[src/rtl/pointwise_div.sv]
// Element-wise signed fixed-point divider: out[i] = vector1[i] / vector2[i], one shared restoring divider.
// WIDTH+FRAC+2 cycles per element; start accepted only in IDLE, busy/done/overflow registered.
`ifndef MAX_NEURONS
`define MAX_NEURONS 4
`endif

module pointwise_div #(
  parameter int MAX_NEURONS = `MAX_NEURONS,
  parameter int WIDTH       = 16,
  parameter int FRAC        = 8
) (
  input  logic                         clk,
  input  logic                         rst_n,
  input  logic                         start,
  input  logic [MAX_NEURONS*WIDTH-1:0] vector1,
  input  logic [MAX_NEURONS*WIDTH-1:0] vector2,
  output logic [MAX_NEURONS*WIDTH-1:0] out,
  output logic                         busy,
  output logic                         done,
  output logic                         overflow
);

  localparam int QW = WIDTH + FRAC;
  localparam int CW = (QW > 1) ? $clog2(QW) : 1;
  localparam int IW = (MAX_NEURONS > 1) ? $clog2(MAX_NEURONS) : 1;
  localparam int VW = MAX_NEURONS * WIDTH;
  localparam logic [WIDTH-1:0] POS_MAX = {1'b0, {(WIDTH-1){1'b1}}};
  localparam logic [WIDTH-1:0] NEG_MIN = {1'b1, {(WIDTH-1){1'b0}}};
  localparam logic [QW-1:0]    Q_POS   = QW'(POS_MAX);
  localparam logic [QW-1:0]    Q_NEG   = QW'(NEG_MIN);

  typedef enum logic [2:0] {S_IDLE, S_LOAD, S_DIV, S_WRITE, S_DONE} state_t;

  state_t           state_q, state_d;
  logic [VW-1:0]    va_q, va_d, vb_q, vb_d, out_q, out_d;
  logic [IW-1:0]    idx_q, idx_d;
  logic [CW-1:0]    cnt_q, cnt_d;
  logic [QW-1:0]    dvd_q, dvd_d, quot_q, quot_d;
  logic [WIDTH-1:0] dvs_q, dvs_d, rem_q, rem_d;
  logic             busy_q, busy_d, done_q, done_d, ovf_q, ovf_d;
  logic [WIDTH-1:0] a_sel, b_sel, res;
  logic [WIDTH:0]   rem_sh;
  logic             sgn;

  always_comb begin
    a_sel = '0;
    b_sel = '0;
    for (int i = 0; i < MAX_NEURONS; i++) begin
      if (idx_q == IW'(i)) begin
        a_sel = va_q[i*WIDTH +: WIDTH];
        b_sel = vb_q[i*WIDTH +: WIDTH];
      end
    end
  end

  always_comb begin
    state_d = state_q;
    va_d    = va_q;
    vb_d    = vb_q;
    out_d   = out_q;
    idx_d   = idx_q;
    cnt_d   = cnt_q;
    dvd_d   = dvd_q;
    quot_d  = quot_q;
    dvs_d   = dvs_q;
    rem_d   = rem_q;
    ovf_d   = ovf_q;
    res     = '0;
    rem_sh  = {rem_q, dvd_q[QW-1]};
    sgn     = a_sel[WIDTH-1] ^ b_sel[WIDTH-1];
    busy_d  = (state_q == S_LOAD) || (state_q == S_DIV) || (state_q == S_WRITE);
    done_d  = (state_q == S_DONE);

    case (state_q)
      S_IDLE: begin
        if (start) begin
          va_d    = vector1;
          vb_d    = vector2;
          ovf_d   = 1'b0;
          idx_d   = '0;
          state_d = S_LOAD;
        end
      end
      S_LOAD: begin
        dvd_d   = QW'(a_sel[WIDTH-1] ? -a_sel : a_sel) << FRAC;
        dvs_d   = b_sel[WIDTH-1] ? -b_sel : b_sel;
        rem_d   = '0;
        quot_d  = '0;
        cnt_d   = '0;
        state_d = S_DIV;
      end
      S_DIV: begin
        dvd_d = dvd_q << 1;
        // The remainder stays below the divisor, so dropping the top bit after subtracting is exact.
        if (rem_sh >= {1'b0, dvs_q}) begin
          rem_d  = rem_sh[WIDTH-1:0] - dvs_q;
          quot_d = {quot_q[QW-2:0], 1'b1};
        end else begin
          rem_d  = rem_sh[WIDTH-1:0];
          quot_d = {quot_q[QW-2:0], 1'b0};
        end
        cnt_d = cnt_q + 1'b1;
        if (cnt_q == CW'(QW - 1)) state_d = S_WRITE;
      end
      S_WRITE: begin
        if (b_sel == '0) begin
          if (a_sel != '0) begin
            res   = a_sel[WIDTH-1] ? NEG_MIN : POS_MAX;
            ovf_d = 1'b1;
          end
        end else if (!sgn && (quot_q > Q_POS)) begin
          res   = POS_MAX;
          ovf_d = 1'b1;
        end else if (sgn && (quot_q > Q_NEG)) begin
          res   = NEG_MIN;
          ovf_d = 1'b1;
        end else begin
          res = sgn ? -quot_q[WIDTH-1:0] : quot_q[WIDTH-1:0];
        end
        for (int i = 0; i < MAX_NEURONS; i++) begin
          if (idx_q == IW'(i)) out_d[i*WIDTH +: WIDTH] = res;
        end
        if (idx_q == IW'(MAX_NEURONS - 1)) begin
          state_d = S_DONE;
        end else begin
          idx_d   = idx_q + 1'b1;
          state_d = S_LOAD;
        end
      end
      S_DONE:  state_d = S_IDLE;
      default: state_d = S_IDLE;
    endcase
  end

  always_ff @(posedge clk or negedge rst_n) begin
    if (!rst_n) begin
      state_q <= S_IDLE;
      va_q    <= '0;
      vb_q    <= '0;
      out_q   <= '0;
      idx_q   <= '0;
      cnt_q   <= '0;
      dvd_q   <= '0;
      quot_q  <= '0;
      dvs_q   <= '0;
      rem_q   <= '0;
      busy_q  <= 1'b0;
      done_q  <= 1'b0;
      ovf_q   <= 1'b0;
    end else begin
      state_q <= state_d;
      va_q    <= va_d;
      vb_q    <= vb_d;
      out_q   <= out_d;
      idx_q   <= idx_d;
      cnt_q   <= cnt_d;
      dvd_q   <= dvd_d;
      quot_q  <= quot_d;
      dvs_q   <= dvs_d;
      rem_q   <= rem_d;
      busy_q  <= busy_d;
      done_q  <= done_d;
      ovf_q   <= ovf_d;
    end
  end

  assign out      = out_q;
  assign busy     = busy_q;
  assign done     = done_q;
  assign overflow = ovf_q;

endmodule
[config.mk]
export PLATFORM = sky130hd
export DESIGN_NAME = pointwise_div
export DESIGN_NICKNAME = d
export VERILOG_FILES = /design/src/rtl/pointwise_div.sv
export SDC_FILE = /design/constraint.sdc
export NUM_CORES = 1
export LEC_CHECK = 0
export BUFFER_PORTS_ARGS = -buffer_cell sky130_fd_sc_hd__buf_2
export CAP_MARGIN = 40
export CORE_MARGIN = 5
export CORE_UTILIZATION = 58
export CTS_BUF_LIST = sky130_fd_sc_hd__clkbuf_16
export DETAILED_ROUTE_END_ITERATION = 12
export PLACE_DENSITY = 0.91
export SLEW_MARGIN = 40
export SYNTH_ARGS = -nofsm -noshare
export SYNTH_HDL_FRONTEND = slang
export SYNTH_SLANG_ARGS = --single-unit
[constraint.sdc]
create_clock -name clk -period 3.7 [get_ports clk]
set_input_delay 0.37 -clock clk [delete_from_list [all_inputs] [get_ports clk]]
set_output_delay 0.37 -clock clk [all_outputs]
set_load 0.05 [all_outputs]
==> results.cfg <==
[power]
pwr-share-comb_pct = 52.1
power_density_nw_per_um2 = 1044
pwr-share-clk_pct = 16.4
switching_share_pct = 45.03
p_leak_nw = 7.249
p_int_w = 0.009087
power_switching_w = 0.007445
ir_drop_mv = 0.6725
power_frac_seq_pct = 31.5

[drt]
wl_mm = 35.81
ant_nets = 0
wire_per_inst_um = 19.93
vias = 11130
dr.first_iter.drc_count = 1154
drt_first_pass_iters = 6
viasPerCell = 6.193
drc_errors = 0

[setup_path]
critPathSlowestCell = or3_4
critPathLaunchType = flip-flop
required_ns = 4.08
worstPathMaxFanout = 32
path_buf_inv = 3
arrival_ns = 3.91
startpoint = idx_q[0]
timing.rr.start = idx_q[0]
critical-path-max-stage-delay_ns = 0.52
cp-end-kind = flip-flop
critPathKind = flip-flop to flip-flop
critical_path.top_delay_family = simple AND/OR/NAND/NOR gates
crit_chain = inv_1 > ha_1 > or2_2 > a221o_1 > a222oi_1 > buf_4 > nand4b_1 > or3_4 > nor2_2 > buf_12 > o31ai_1

[synthesis]
synth_top_cell_by_area = dfrtp_1
syn-cell-area_sq_um = 13500
synth.avg_cell_area_sq_um = 10.55
synth.top_cell.area_share_pct = 51.35
synthTopCellsByCount = dfrtp_1 (277), nand2_1 (181), mux2_2 (118), o21ai_0 (104), clkbuf_1 (65)
yosysMostFrequentCell = dfrtp_1
synth_area_leaders = dfrtp_1 (51%), mux2_2 (9.8%), nand2_1 (5.0%)
ys.flop_type = dfrtp_1
syn-num-nets = 1436
ys_ff_latch = 277
synth_warnings = 0
synthCells = 1280
ys_seq_area_share_pct = 51.35
async_flop_share_pct = 100.0
yosysUniqueCellTypes = 71
synth_edf_count = 0

[final_layout]
final_core_util_pct = 69.53
n_antenna_cell = 0
nNetsFinal = 1618
drive_gt1_share_pct = 27.70
final.fill_count = 1554
area_growth_pct = 17.33

[outcome]
outcome = complete, no violations

[sta]
fmax_mhz = 283.3
hold_violations = 0
relSlewSlack_pct = 46.85
min_period_over_period_pct = 95.42
drv_slew = 0
setup-tns-final_ns = 0
min_period_ns = 3.530
worstMarginPinSlew_ns = 0.7954
finClkSkew_ns = 0.01939
rsz0062_at_grt = false
setup-violations-final = 0

[cts]
clkSlewWorstSetupHoldPaths_ns = 0.06
cts_buffers = 28
cts_tree = yes
clock_latency_ns = 0.55
cts_root_buffer = clkbuf_16
cts_sinks = 277
cts.htree.levels = 1
clockBufferDepth = 3

[worst_hold_path]
hold_start = vector2[57]
hold_class = primary input to flip-flop

[placement]
gp_congestion = 0.9266
place_hpwl_mm = 25.02
portBuffers = 197

[floorplanning]
core_sq_um = 22780
row_count = 55
start_util_pct = 59.26
dieWidth_um = 162.6
die_h_um = 162.6
die-area_sq_um = 26420
ioPinCount = 198

[flow_run]
cap_viol_max_count = 0

[grt]
overflow = 0
antenna_found_initial = 0
grt_pass1_vias = 10870
grt_pass1_wl_mm = 57.82
grt_util_all_layers_pct = 26.65
grt_max_degree = 105
[flip-flops by register name, indices dropped and copies added (netlist names)]
signal    cells
vb_q         64
busy          1
rem_q        16
cnt_q         5
va_q         64
out          64
dvs_q        16
quot_q       24
idx_q         2
dvd_q        16
state_q       3
overflow      1
done          1
[repair_timing]
item                                    4_1_cts  5_1_grt
gates resized for setup                       0        5
buffers inserted                              0        1
endpoints found under the hold margin       101        0
endpoints found under the setup margin        0       12
hold buffers                                  2        0
[routing by layer]
metal  GRT usage [%]  share of wire [%]  vias up
li1                -                  -     5054
met1           37.20                 41     5387
met2           43.90                 48      600
met3           4.201                8.2       88
met4           7.320                3.0        0
met5               0                  0        -
[stage by stage]
stage	instance area, sq um	instances	hold WS [ns]	power, W	setup slack (ns)
after floorplan	13500	1280	0.07441	0.01130	0.5380
after global placement	14860	1741	0.4584	0.01319	0.2919
after detailed placement	14870	1741	0.4650	0.01356	0.1069
after CTS	15770	1795	0.001549	0.01638	0.001603
after global routing	15840	1797	0.02998	0.01760	0.02340
final	15840	1797	0.02557	0.01653	0.1696
[worst register-to-register path, stage by stage, from the launching register on]
cell,delay (ns)
dfrtp_1,0.39
inv_1,0.10
ha_1,0.26
or2_2,0.43
a221o_1,0.34
a222oi_1,0.38
buf_4,0.20
nand4b_1,0.23
or3_4,0.52
nor2_2,0.19
buf_12,0.20
o31ai_1,0.13
[power groups by stage]
stage          logic, W  registers, W  clock network (W)
2_1_floorplan   0.00563       0.00567                  0
3_3_place_gp    0.00805       0.00515                  0
3_5_place_dp    0.00836       0.00520                  0
4_1_cts         0.00846       0.00518            0.00273
5_1_grt         0.00942       0.00532            0.00287
6_report        0.00861       0.00521            0.00270
[final cells by class]
cell class	count	area, sq um	share of cell area (%)
Sequential cell	277	6932	43.77
Multi-Input combinational cell	880	6140	38.77
Clock buffer	28	700.7	4.424
Timing Repair Buffer	236	1351	8.532
Tap cell	313	391.6	2.473
Inverter	39	146.4	0.9243
Clock inverter	24	176.4	1.114
[worst paths after layout]
| kind | slack, ns | end | cells after the start |
|---|---|---|---|
| max reg2reg | 0.17 | out[19] | 11 |
| max | 0.17 | out[19] | 11 |
| min | 0.03 | vb_q[57] | 3 |
| min in group asynchronous | 0.32 | rem_q[13] | 2 |
| max in group asynchronous | 2.52 | vb_q[39] | 3 |
| min reg2reg | 0.47 | out[13] | 2 |
[cell families after synthesis]
kind of cell / synth area share [%]
multiplexers: 9.993
AO/OA/AOI/OAI: 18.49
flip-flops: 51.35
AND/OR/NAND/NOR: 11.76
adder cells (fa/ha/maj): 2.373
XOR/XNOR: 2.401
buffers and inverters: 3.624
[cells in the final DEF, fill, tap and decap left out, types with 5 or more instances in the layout]
cell type  count
a211oi_1      19
a21oi_1       24
a221o_1       12
a22o_1        22
a22oi_1       17
a2bb2oi_1     10
a31oi_1        9
and2_1         8
and3b_1        6
buf_2        196
buf_4         33
clkbuf_16     28
clkinv_1       8
dfrtp_1      277
ha_1          23
inv_1         45
mux2_2       118
nand2_1      181
nand2b_1      12
nand3_1        9
nand4_1       13
nor2_1        39
nor2b_1        7
nor3_1        18
nor3b_1        8
nor4_1         5
o211ai_1      26
o21a_1         6
o21ai_0      104
o21ai_1        5
o221ai_1       9
o22a_1         7
o22ai_1       11
o31ai_1       39
or3_1          6
xnor2_1       13
xor2_1        24
No activity file was read; power rests on OpenSTA's default activity.
